===== src/rtl/layer_priority_arbiter.sv =====
// layer_priority_arbiter
//   Registered pixel arbiter for the VGA object layers. For every pixel it picks
//   the enabled layer with the lowest active rank. Ranks are reprogrammed
//   through a valid/ready port into a shadow table, which is copied to the
//   active table at the frame boundary. Per-layer blink masking and per-frame
//   collision reporting are also done here.
//
// State table:
//   INIT | one cycle after reset, config port closed
//   RUN  | normal operation, config port open except on startOfFrame cycles
//
// Ports:
//   clk, resetN          pixel clock, synchronous active-low reset
//   startOfFrame         one-cycle pulse on the first pixel of a frame
//   drawingRequest       per-layer request for the current pixel
//   layerRGB             per-layer colour, layer i in [8i+7:8i]
//   backGroundRGB        colour used when no enabled layer requests
//   blinkEn              per-layer blink masking enable
//   cfgValid/cfgReady    rank write handshake
//   cfgLayer, cfgRank    rank write payload (out-of-range values ignored)
//   RGBOut, winLayer     registered winning colour / layer (NUM_LAYERS = bg)
//   collision            registered, two or more enabled layers requested
//   frameCollision       sticky collision flag for the current frame
module layer_priority_arbiter #(
  parameter int NUM_LAYERS   = 4,
  parameter int BLINK_FRAMES = 16
) (
  input  logic                    clk,
  input  logic                    resetN,
  input  logic                    startOfFrame,
  input  logic [NUM_LAYERS-1:0]   drawingRequest,
  input  logic [8*NUM_LAYERS-1:0] layerRGB,
  input  logic [7:0]              backGroundRGB,
  input  logic [NUM_LAYERS-1:0]   blinkEn,
  input  logic                    cfgValid,
  input  logic [2:0]              cfgLayer,
  input  logic [2:0]              cfgRank,
  output logic                    cfgReady,
  output logic [7:0]              RGBOut,
  output logic [3:0]              winLayer,
  output logic                    collision,
  output logic                    frameCollision
);

  localparam int FCW = (BLINK_FRAMES > 2) ? $clog2(BLINK_FRAMES) : 1;
  localparam logic [3:0] NL = 4'(NUM_LAYERS);

  typedef enum logic {INIT, RUN} state_t;

  state_t          r_state, w_stateNext;
  logic [2:0]      r_shadow [NUM_LAYERS];
  logic [2:0]      r_active [NUM_LAYERS];
  logic [FCW-1:0]  r_frameCnt;

  logic            w_accept;
  logic            w_cfgInRange;
  logic [2:0]      w_oldRank;
  logic            w_blinkOff;
  logic [NUM_LAYERS-1:0] w_enabled;
  logic [3:0]      w_bestRank;
  logic [3:0]      w_win;
  logic [7:0]      w_rgb;
  logic [3:0]      w_count;
  logic            w_collision;

  // ---------------- control FSM ----------------
  always_ff @(posedge clk) begin
    if (!resetN) r_state <= INIT;
    else         r_state <= w_stateNext;
  end

  always_comb begin
    w_stateNext = r_state;
    cfgReady    = 1'b0;
    case (r_state)
      INIT: w_stateNext = RUN;
      RUN:  cfgReady    = !startOfFrame;
      default: w_stateNext = INIT;
    endcase
  end

  assign w_accept     = cfgValid && cfgReady;
  assign w_cfgInRange = ({1'b0, cfgLayer} < NL) && ({1'b0, cfgRank} < NL);

  always_comb begin
    w_oldRank = '0;
    for (int i = 0; i < NUM_LAYERS; i++)
      if (3'(i) == cfgLayer) w_oldRank = r_shadow[i];
  end

  // ---------------- rank tables ----------------
  // The layer currently holding the target rank inherits the written layer's
  // old rank, so the shadow table remains a permutation.
  always_ff @(posedge clk) begin
    if (!resetN) begin
      for (int i = 0; i < NUM_LAYERS; i++) begin
        r_shadow[i] <= 3'(i);
        r_active[i] <= 3'(i);
      end
    end else begin
      if (w_accept && w_cfgInRange) begin
        for (int i = 0; i < NUM_LAYERS; i++) begin
          if (3'(i) == cfgLayer)         r_shadow[i] <= cfgRank;
          else if (r_shadow[i] == cfgRank) r_shadow[i] <= w_oldRank;
        end
      end
      if (startOfFrame && r_state == RUN) begin
        for (int i = 0; i < NUM_LAYERS; i++)
          r_active[i] <= r_shadow[i];
      end
    end
  end

  // ---------------- blink frame counter ----------------
  always_ff @(posedge clk) begin
    if (!resetN) r_frameCnt <= '0;
    else if (startOfFrame) begin
      if (r_frameCnt == FCW'(BLINK_FRAMES - 1)) r_frameCnt <= '0;
      else                                      r_frameCnt <= r_frameCnt + 1'b1;
    end
  end

  assign w_blinkOff = (32'(r_frameCnt) >= 32'(BLINK_FRAMES / 2));

  // ---------------- arbitration ----------------
  // Ranks are unique, so a strict less-than scan yields a single winner.
  always_comb begin
    w_enabled  = '0;
    w_bestRank = NL;
    w_win      = NL;
    w_rgb      = backGroundRGB;
    w_count    = '0;
    for (int i = 0; i < NUM_LAYERS; i++)
      w_enabled[i] = drawingRequest[i] && !(blinkEn[i] && w_blinkOff);
    for (int i = 0; i < NUM_LAYERS; i++) begin
      if (w_enabled[i] && ({1'b0, r_active[i]} < w_bestRank)) begin
        w_bestRank = {1'b0, r_active[i]};
        w_win      = 4'(i);
        w_rgb      = layerRGB[8*i +: 8];
      end
      w_count = w_count + {3'b000, w_enabled[i]};
    end
  end

  assign w_collision = (w_count >= 4'd2);

  // ---------------- registered pixel outputs ----------------
  always_ff @(posedge clk) begin
    if (!resetN) begin
      RGBOut         <= '0;
      winLayer       <= NL;
      collision      <= 1'b0;
      frameCollision <= 1'b0;
    end else begin
      RGBOut    <= w_rgb;
      winLayer  <= w_win;
      collision <= w_collision;
      // Clear at the frame edge but keep a collision on the first pixel.
      if (startOfFrame) frameCollision <= w_collision;
      else              frameCollision <= frameCollision | w_collision;
    end
  end

endmodule

===== config.mk =====
export PLATFORM = sky130hd
export DESIGN_NAME = layer_priority_arbiter
export DESIGN_NICKNAME = d
export VERILOG_FILES = /design/src/rtl/layer_priority_arbiter.sv
export SDC_FILE = /design/constraint.sdc
export NUM_CORES = 1
export LEC_CHECK = 0
export ABC_AREA = 1
export BUFFER_PORTS_ARGS = -buffer_cell sky130_fd_sc_hd__buf_2
export CORE_MARGIN = 2
export CORE_UTILIZATION = 54
export CTS_BUF_LIST = sky130_fd_sc_hd__clkbuf_4 sky130_fd_sc_hd__clkbuf_8
export DETAILED_ROUTE_END_ITERATION = 6
export PLACE_DENSITY = 0.82
export SLEW_MARGIN = 20
export SYNTH_ARGS = -nofsm -noshare
export SYNTH_HDL_FRONTEND = slang
export SYNTH_SLANG_ARGS = --single-unit

===== constraint.sdc =====
create_clock -name clk -period 5.4 [get_ports clk]
set_clock_uncertainty 0.2 [all_clocks]
set_input_delay 0.27 -clock clk [delete_from_list [all_inputs] [get_ports clk]]
set_output_delay 0.27 -clock clk [all_outputs]
set_load 0.02 [all_outputs]

# Word level (Yosys, flattened, before mapping)
# Memories as Yosys holds them, arrays and structs flattened.
# Index checks and enable logic that the tools add are counted.
op_classes:
  order_cmp: 8
  n_mux: 71
  reduce_logical: 23
  bitwise_logic: 14
  eq_ne: 8
  addsub: 4
ops:
  columns: ["operator", "n"]
  rows:
  - ["two-way mux 3 bit", 21]
  - ["two-way mux 1 bit", 43]
  - ["two-way mux 8 bit", 4]
  - ["logical AND 1 bit", 16]
  - ["bitwise OR 1 bit", 13]
  - ["equality test 3 bit", 4]
  - ["< comparator 3 x 4 -> 1 bit", 3]
  - ["two-way mux 4 bit", 3]
  - ["< comparator 3 bit (second input constant)", 3]
  - ["equality test 2 x 3 -> 1 bit (first input constant)", 2]
  - ["zero test 1 bit", 5]
  - ["adder 3 x 1 -> 4 bit", 1]
  - ["adder 4 x 1 -> 4 bit (second input constant)", 1]
  - ["equality test 4 bit (second input constant)", 1]
  - [">= comparator 4 x 2 -> 1 bit (second input constant)", 1]
  - [">= comparator 4 bit (second input constant)", 1]
  - ["OR reduction 4 bit", 1]
  - ["adder 2 x 1 -> 3 bit", 1]
  - ["equality test 1 x 3 -> 1 bit (first input constant)", 1]
  - ["zero test 3 bit", 1]
  - ["adder 1 x 1 -> 2 bit", 1]
  - ["NOT 1 bit", 1]
totals:
  memories: 2
  ram_bits: 24
  word_cells: 137
  in_bits: 58
  output_inout_bits: 15
  regBits: 19
mem_list:
  columns: ["name", "words", "word_bits", "read_ports", "rd_ports_with_merged_regs", "write_ports", "line_no", "text"]
  rows:
  - ["r_active", 4, 3, 4, 0, 4, "52", "logic [2:0] r_active [NUM_LAYERS];"]
  - ["r_shadow", 4, 3, 4, 0, 4, "51", "logic [2:0] r_shadow [NUM_LAYERS];"]

# Longest topological paths before layout
# Gate-level depths: netlist (run 1).
depth:
  word_depth: 15
  mapped_depth: 32
  ltp_nobuf: 27

# Worst setup path before layout (run 1)
# No wires, ideal clock.
synth_timing:
  path_kind: "register to register"
  start: "register r_frameCnt[3]"
  end: "register RGBOut[1]"
  required_time_ns: 5.085
  arrival_time_ns: 4.338
  path_stages_with_launch: 31
  setup_ns: 0.115
  setup_slack_ns: 0.747
  period_less_slack_ns: 4.653
  n_path_buf: 5
  cell_sequence: "dfxtp_1 nand2_2 and2_1 nand2_1 inv_1 clkbuf_1 nand2_1 ha_1 inv_1 o21bai_1 nand2_1 nand2_1 nand2_1 clkbuf_1 clkbuf_1 nand2_1 o21ai_0 ha_1 nand2_1 nand2_2 nand2_4 nand2_4 buf_2 nand2_1 o21ai_0 ha_1 nor2_1 buf_2 nand3_1 nand2_1 nor2_1"
synth_via:
  elab_chain_len: 15
  word_cells_on_any_way: 27
  cone_classes: "order compare (4); mux (7); reduce/logical (16)"
synth_rtl:
  columns: ["element", "line_no", "text"]
  rows:
  - ["from (decl)", "53", "logic [FCW-1:0] r_frameCnt;"]
  - ["from (signal assigned)", "119", "else r_frameCnt <= r_frameCnt + 1'b1;"]
  - [">= comparator 4 bit (*)", "123", "assign w_blinkOff = (32'(r_frameCnt) >= 32'(BLINK_FRAMES / 2));"]
  - ["logical AND 1 bit", "134", "w_enabled[i] = drawingRequest[i] && !(blinkEn[i] && w_blinkOff);"]
  - ["zero test 1 bit", "134", null]
  - ["logical AND 1 bit", "134", null]
  - ["logical AND 1 bit", "136", "if (w_enabled[i] && ({1'b0, r_active[i]} < w_bestRank)) begin"]
  - ["two-way mux 3 bit", "136", null]
  - ["< comparator 3 x 4 -> 1 bit", "136", null]
  - ["logical AND 1 bit", "136", null]
  - ["two-way mux 4 bit", "136", null]
  - ["< comparator 3 x 4 -> 1 bit", "136", null]
  - ["logical AND 1 bit", "136", null]
  - ["two-way mux 4 bit", "136", null]
  - ["< comparator 3 x 4 -> 1 bit", "136", null]
  - ["logical AND 1 bit", "136", null]
  - ["two-way mux 8 bit (*)", "136", null]
  - ["to (signal assigned)", "155", "RGBOut <= w_rgb;"]
  - ["to (decl)", "39", "output logic [7:0] RGBOut,"]
# Every way passes the cells marked *; elsewhere a longest branch is shown, timed or not.
# A chain may end at the register's enable or synchronous reset.

# Worst setup path after layout (run 1)
layout_timing:
  start: "register r_frameCnt[3]"
  end: "register winLayer[2]"
layout_via:
  elab_chain_len: 15
  word_cells_on_any_way: 27
  cone_classes: "order compare (4); mux (7); reduce/logical (16)"
layout_rtl:
  columns: ["element", "line_no", "text"]
  rows:
  - [">= comparator 4 bit (*)", "123", null]
  - ["logical AND 1 bit", "134", null]
  - ["zero test 1 bit", "134", null]
  - ["logical AND 1 bit", "134", null]
  - ["logical AND 1 bit", "136", null]
  - ["two-way mux 3 bit", "136", null]
  - ["< comparator 3 x 4 -> 1 bit", "136", null]
  - ["logical AND 1 bit", "136", null]
  - ["two-way mux 4 bit", "136", null]
  - ["< comparator 3 x 4 -> 1 bit", "136", null]
  - ["logical AND 1 bit", "136", null]
  - ["two-way mux 4 bit", "136", null]
  - ["< comparator 3 x 4 -> 1 bit", "136", null]
  - ["logical AND 1 bit", "136", null]
  - ["two-way mux 3 bit (*)", "136", null]
  - ["to (signal assigned)", "156", "winLayer <= w_win;"]
  - ["to (decl)", "40", "output logic [3:0] winLayer,"]
# Marks and branches as above.

==> flow_metrics.py, run 1 <==
metrics = {
    "status": {
        "status": "finished, final reports clean",
    },
    "clock_tree": {
        "cts_made_buffers": 5,
        "clk_latency_ns": 0.30,
        "cts_buffer_depth": 2,
        "cts-root-buf": "clkbuf_8",
        "clkTransAtPathRegs_ns": 0.08,
        "postCtsSetupBuffers": 0,
        "htreeDepth": 2,
        "cts_tree": "built",
        "hold_buffers": 0,
        "cts_sinks": 42,
        "cts_resized": 0,
    },
    "detailed_routing": {
        "drt-wirelength-per-cell_um": 13.6,
        "drtPass1Iterations": 5,
        "num_vias": 2500,
        "drt_iter0_drc": 126,
        "dr_wl_met2_mm": 2.98,
        "drc": 0,
        "vias_per_cell": 5.46,
        "top_layer_used": "met4",
        "dr_wl_met3_um": 378,
        "drtAntennaViolNets": 0,
        "routed_wl_mm": 6.22,
        "wl_met1_mm": 2.69,
    },
    "critical_path": {
        "timing.rr.end": "winLayer[2]",
        "timing.rr.start": "r_frameCnt[3]",
        "required_ns": 5.39,
        "arrival_ns": 4.86,
        "cp-end-kind": "flop",
        "critPathKind": "flop to flop",
        "crit_start": "r_frameCnt[3]",
        "worstPathMaxFanout": 20,
        "r2r_cells": 25,
        "startpoint_type": "flop",
        "regToRegSetupSlack_ns": 0.53,
    },
    "cells_and_area": {
        "final_nets": 470,
        "drive_gt1_share_pct": 24.3,
        "n_antenna_cell": 0,
        "final_area_mm2": 0.00307,
        "layout-area-overhead-vs-synth_pct": 19.9,
    },
    "synth": {
        "synth_edf_count": 24,
        "synth_cell_types": 37,
        "netlist_area_mm2": 0.00256,
        "yosys_warnings": 0,
        "ys_seq_area_share_pct": 42.2,
        "ys_ff_latch": 42,
        "async_flop_share_pct": 0,
        "synth_area_per_cell_um2": 7.70,
        "synthCells": 333,
        "syn_nets": 400,
        "ys.flop_type": "edfxtp_1",
    },
    "worst_hold_path": {
        "hold_path.class": "input pin to flop",
        "worstHoldPathCells": 5,
        "hold-path-endpoint": "RGBOut[6]",
        "hp-start": "layerRGB[30]",
    },
    "global_route": {
        "grt_usage_pct": 23.6,
        "grt_pass1_vias": 2188,
        "grt_overflow": 0,
        "antenna_found_initial": 0,
        "grt_max_degree": 21,
        "grt_pass1_wl_mm": 9.70,
    },
    "sta": {
        "fin_ws_ns": 0.527,
        "tightest_slew_ns": 0.714,
        "timing.final.crit_share_pct": 90.2,
        "slew_headroom_pct": 52.4,
        "setup_viol": 0,
        "grt_setup_unrepaired": "false",
        "fmax_mhz": 205,
        "finalMaxSlewViolations": 0,
        "fin_tns_setup_ns": 0,
        "finalHoldViolations": 0,
        "period_minus_slack_ns": 4.87,
    },
    "placed_design": {
        "place_ws_ns": 0.625,
        "portBuffers": 71,
        "gp_congestion": 0.900,
        "placed_area_mm2": 0.00294,
        "hpwl_mm": 4.68,
    },
    "floorplanning": {
        "dieArea_mm2": 0.00531,
        "initial_core_util_pct": 55.0,
        "num_rows": 25,
        "die_w_um": 72.9,
        "core_area_mm2": 0.00466,
        "die_h_um": 72.9,
        "ioPinCount": 73,
    },
    "power_and_ir_drop": {
        "p_int_uw": 620,
        "max-vdd-ir-drop_uv": 161,
        "switching_power_uw": 257,
        "p_per_area_mw_per_mm2": 285,
        "power_frac_seq_pct": 42.0,
        "pwr-share-comb_pct": 24.4,
        "p_sw_share_pct": 29.3,
        "share_clk_of_total_power_pct": 33.6,
        "p_leak_nw": 1.50,
    },
    "flow_run": {
        "maxCapViolations": 0,
    },
}
-- worst max path at each step --
stage / cells after the start / slack (ns) / end
2_1_floorplan: 30 / 0.75 / RGBOut[1]
3_3_place_gp: 26 / 0.86 / winLayer[2]
3_5_place_dp: 25 / 0.62 / winLayer[2]
4_1_cts: 25 / 0.59 / winLayer[2]
5_1_grt: 26 / 0.09 / winLayer[2]
6_report: 25 / 0.53 / winLayer[2]
-- registers in the layout (all words and copies together), names as in the netlist --
signal and count:
r_shadow 12, winLayer 3, r_frameCnt 4, collision 1
RGBOut 8, r_active 12, r_state 1, frameCollision 1
-- power by group through the flow --
stage	sequential (mW)	combinational, mW	clock [mW]
final	0.368	0.214	0.294
after global routing	0.371	0.237	0.309
after detailed placement	0.376	0.210	0
after CTS	0.368	0.213	0.297
after global placement	0.375	0.207	0
after floorplan	0.393	0.138	0
-- cells by family after synthesis --
kind of cell | after synthesis | share of synthesized area [%]
AND/OR/NAND/NOR | 157 | 27.6
buffers and inverters | 66 | 10.6
AO/OA/AOI/OAI | 55 | 13.7
flip-flops | 42 | 42.2
adder cells (fa/ha/maj) | 9 | 4.69
XOR/XNOR | 3 | 1.03
other | 1 | 0.146
-- area by class of cell --
cell class,count,area [um2]
inverter,56,210
sequential,42,1080
clock inverter,3,63.8
tap,54,67.6
timing repair buffer,73,370
clock buffer,5,68.8
multi-input combinational,225,1210
fill,396,1590
-- cell usage in the layout, fill, tap and decap left out, drive strengths merged, types with 2 or more instances in the layout --
| master | n |
|---|---|
| a21oi | 22 |
| ha | 8 |
| clkinv | 2 |
| or2 | 2 |
| xor2 | 2 |
| nand3 | 37 |
| dfxtp | 18 |
| nand4 | 3 |
| clkbuf | 5 |
| buf | 73 |
| o211ai | 8 |
| o21ai | 12 |
| o22ai | 6 |
| inv | 55 |
| a221oi | 2 |
| nor3 | 7 |
| bufinv | 2 |
| edfxtp | 24 |
| nor2 | 34 |
| nand2 | 71 |
-- per-layer routing --
metal | global-route usage [%] | up-vias
met5 | 0 | -
met4 | 13.0 | 0
met3 | 4.14 | 19
met2 | 39.7 | 109
met1 | 28.7 | 1131
li1 | - | 1241
-- metrics by stage --
step / power (mW) / hold WS, ns / util [%] / instances
2_1_floorplan: 0.532 / 0.0977 / - / 333
3_3_place_gp: 0.582 / 0.254 / 63.1 / 450
3_5_place_dp: 0.586 / 0.259 / 63.1 / 450
4_1_cts: 0.878 / 0.0764 / 65.9 / 458
5_1_grt: 0.917 / 0.109 / 65.9 / 458
6_report: 0.877 / 0.0931 / 65.9 / 458
-- synth_stat cells, types with 3 or more instances --
cell      instances  area [um2]
dfxtp_1          18         360
o211ai_1          8        60.1
clkbuf_1          5        18.8
nand3_1          37         185
ha_1              8         100
edfxtp_1         24         721
o22ai_1           6        37.5
o21ai_0          12        60.1
nand2_1          64         240
nand2_2           4        25.0
buf_2             3        15.0
a21oi_2           6        52.6
nor3_1            7        35.0
inv_1            55         206
nor2_1           33         124
a21oi_1          16        80.1
nand2_4           3        33.8
-- worst max-delay path: stages, from the launching register on --
cell and delay (ns):
dfxtp_1 0.38, nand2_2 0.10, and2_1 0.17, nand2_1 0.20, inv_1 0.33, nand2_1 0.13, ha_1 0.30, inv_1 0.04
o21bai_1 0.15, nand2_1 0.06, nand2_1 0.06, nand2_1 0.43, inv_1 0.15, nor2_1 0.15, a21oi_1 0.08, ha_1 0.20
nor2_2 0.39, nand2_4 0.20, o21ai_0 0.21, ha_1 0.25, nand2_1 0.08, nand2_2 0.06, nand2_4 0.18, nand2_1 0.13
nand3_1 0.09, nand2_1 0.05
Note: power is estimated with default switching activity, not from simulation.
==> run 2, diff against run 1 <==
--- a/config.mk
+++ b/config.mk
@@ -12,6 +12,7 @@
 export CTS_BUF_LIST = sky130_fd_sc_hd__clkbuf_4 sky130_fd_sc_hd__clkbuf_8
 export DETAILED_ROUTE_END_ITERATION = 6
 export PLACE_DENSITY = 0.82
+export REMOVE_ABC_BUFFERS = 1
 export SLEW_MARGIN = 20
 export SYNTH_ARGS = -nofsm -noshare
 export SYNTH_HDL_FRONTEND = slang
==> run 2 against run 1 <==
  * Critical path depth is the same
  * Hold slack improved by 0.00065 ns
  * Critical endpoint unchanged
  * Die area unchanged
  * Final cell count unchanged
  * Flip-flop and latch count unchanged
  * Non-clock buffer count unchanged
  * Power is 10% lower
  * Via count decreased by 3.6%
  * Combinational power is essentially flat
  * Maximum frequency increased by 4.8%
==> flow_metrics.py, run 2 (synthesis gave the netlist of run 1 again) <==
metrics = {
    "clock_tree": {
        "cts_tree": "built",
        "clkTransAtPathRegs_ns": 0.08,
        "clk_latency_ns": 0.29,
        "htreeDepth": 2,
        "cts_sinks": 42,
        "cts-root-buf": "clkbuf_8",
        "cts_buffer_depth": 2,
        "cts_made_buffers": 5,
    },
    "floorplanning": {
        "die_w_um": 72.9,
        "initial_core_util_pct": 55.0,
        "core_area_mm2": 0.00466,
        "num_rows": 25,
        "ioPinCount": 73,
        "dieArea_mm2": 0.00531,
        "die_h_um": 72.9,
    },
    "cells_and_area": {
        "seq_area_mm2": 0.00108,
        "n_fill_cell": 416,
        "layout-area-overhead-vs-synth_pct": 18.3,
        "final_area_mm2": 0.00303,
        "drive_gt1_share_pct": 24.8,
        "largestRegisters": "r_active (12), r_shadow (12), RGBOut (8)",
        "final_common_cell": "buf_2",
        "final_cell_mix": "buf_2, nand2_1, inv_1, nand3_1, nor2_1",
        "final_nets": 470,
        "multi_input_area_mm2": 0.00121,
        "n_antenna_cell": 0,
    },
    "sta": {
        "timing.final.crit_share_pct": 86.1,
        "tightest_slew_ns": 0.713,
        "finalHoldViolations": 0,
        "fin_tns_setup_ns": 0,
        "grt_setup_unrepaired": "false",
        "fmax_mhz": 215,
        "setup_viol": 0,
        "slew_headroom_pct": 52.4,
        "finalMaxSlewViolations": 0,
        "period_minus_slack_ns": 4.65,
    },
    "detailed_routing": {
        "drtPass1Iterations": 4,
        "vias_per_cell": 5.26,
        "drt-wirelength-per-cell_um": 12.9,
        "routed_wl_mm": 5.92,
        "drc": 0,
        "num_vias": 2409,
        "drtAntennaViolNets": 0,
        "drt_iter0_drc": 205,
    },
    "critical_path": {
        "timing.rr.end": "winLayer[2]",
        "arrival_ns": 4.62,
        "critPathKind": "flop to flop",
        "regToRegSetupSlack_ns": 0.75,
        "startpoint_type": "flop",
        "worstPathMaxFanout": 20,
        "cp-end-kind": "flop",
        "timing.rr.start": "r_frameCnt[3]",
        "r2r_cells": 25,
        "required_ns": 5.38,
    },
    "placed_design": {
        "portBuffers": 71,
        "hpwl_mm": 4.61,
        "gp_congestion": 0.917,
        "placed_area_mm2": 0.00294,
    },
    "flow_run": {
        "maxCapViolations": 0,
    },
    "power_and_ir_drop": {
        "max-vdd-ir-drop_uv": 192,
        "p_per_area_mw_per_mm2": 260,
        "p_total_uw": 788,
        "p_leak_nw": 1.49,
    },
    "worst_hold_path": {
        "hold-path-endpoint": "RGBOut[4]",
        "hold_path.class": "input pin to flop",
        "hp-start": "layerRGB[28]",
        "worstHoldPathCells": 5,
    },
    "global_route": {
        "grt_pass1_wl_mm": 9.27,
        "antenna_found_initial": 0,
        "grt_max_degree": 21,
        "grt_overflow": 0,
        "grt_pass1_vias": 2069,
        "grt_usage_pct": 22.6,
    },
    "status": {
        "status": "finished, final reports clean",
    },
}
-- run 2: cell count changes in the layout (fill, tap and decap cells not counted), sizes merged --
cell and change:
bufinv -2, clkbuf +1, clkinv +1
-- run 2: report_power, final --
| part | switching (mW) | internal, mW | total (mW) | leakage [nW] |
|---|---|---|---|---|
| sequential | 0.00794 | 0.360 | 0.368 | 0.374 |
| clock | 0.110 | 0.0963 | 0.206 | 0.0486 |
| combinational | 0.137 | 0.0769 | 0.214 | 1.06 |
-- run 2: what timing repair did --
action | in CTS | in global routing
setup buffers | 0 | 0
setup endpoints to repair | 0 | 1
hold buffers | 0 | 0
resized for setup | 0 | 1
-- run 2: worst max-delay path by stage --
stage	to	slack, ns	from	cells past startpoint
final	winLayer[2]	0.75	r_frameCnt[3]	25
after global routing	winLayer[2]	0.22	r_frameCnt[3]	25
after CTS	winLayer[2]	0.59	r_frameCnt[3]	25
after detailed placement	winLayer[2]	0.61	r_frameCnt[3]	25
after global placement	winLayer[2]	0.87	blinkEn[0]	26
after floorplan	winLayer[2]	0.78	r_frameCnt[3]	24
-- run 2: area by class of cell --
| type | count | share of cell area, % |
|---|---|---|
| inverters | 56 | 6.93 |
| clock inverters | 2 | 0.454 |
| well taps | 54 | 2.23 |
| multi-input cells | 225 | 40.0 |
| flip-flops and latches | 42 | 35.7 |
| clock buffers | 6 | 2.52 |
| repair buffers | 73 | 12.2 |
-- run 2: per-stage QoR --
| stage | setup WS, ns | hold slack (ns) | std cells | util [%] |
|---|---|---|---|---|
| final | 0.751 | 0.0938 | 458 | 65.0 |
| after floorplan | 0.780 | 0.0977 | 323 | - |
| after global placement | 0.872 | 0.257 | 450 | 63.1 |
| after detailed placement | 0.615 | 0.257 | 450 | 63.1 |
| after global routing | 0.222 | 0.113 | 458 | 65.0 |
| after CTS | 0.589 | 0.0934 | 458 | 65.0 |
-- run 2: layer usage --
metal	vias to the layer above	GRT usage [%]	wire, um	part of all wire [%]
li1	1246	-	-	-
met1	1061	29.9	2630	44
met2	90	37.3	2810	47
met3	12	4.28	378	6.4
met4	0	7.82	99	1.7
met5	-	0	0	0
-- run 2: worst max-delay path, cell delays in order, from the launching register on --
cell and delay, ns:
dfxtp_1 0.38, nand2_2 0.09, and2_1 0.16, nand2_1 0.20, inv_1 0.33, nand2_1 0.12
ha_1 0.29, inv_1 0.03, o21bai_1 0.14, nand2_1 0.06, nand2_1 0.07, nand2_2 0.28
inv_1 0.12, nor2_1 0.15, a21oi_1 0.08, ha_1 0.21, nor2_2 0.39, nand2_4 0.20
o21ai_0 0.20, ha_1 0.25, nand2_1 0.08, nand2_2 0.06, nand2_4 0.18, nand2_1 0.12
nand3_1 0.09, nand2_1 0.05
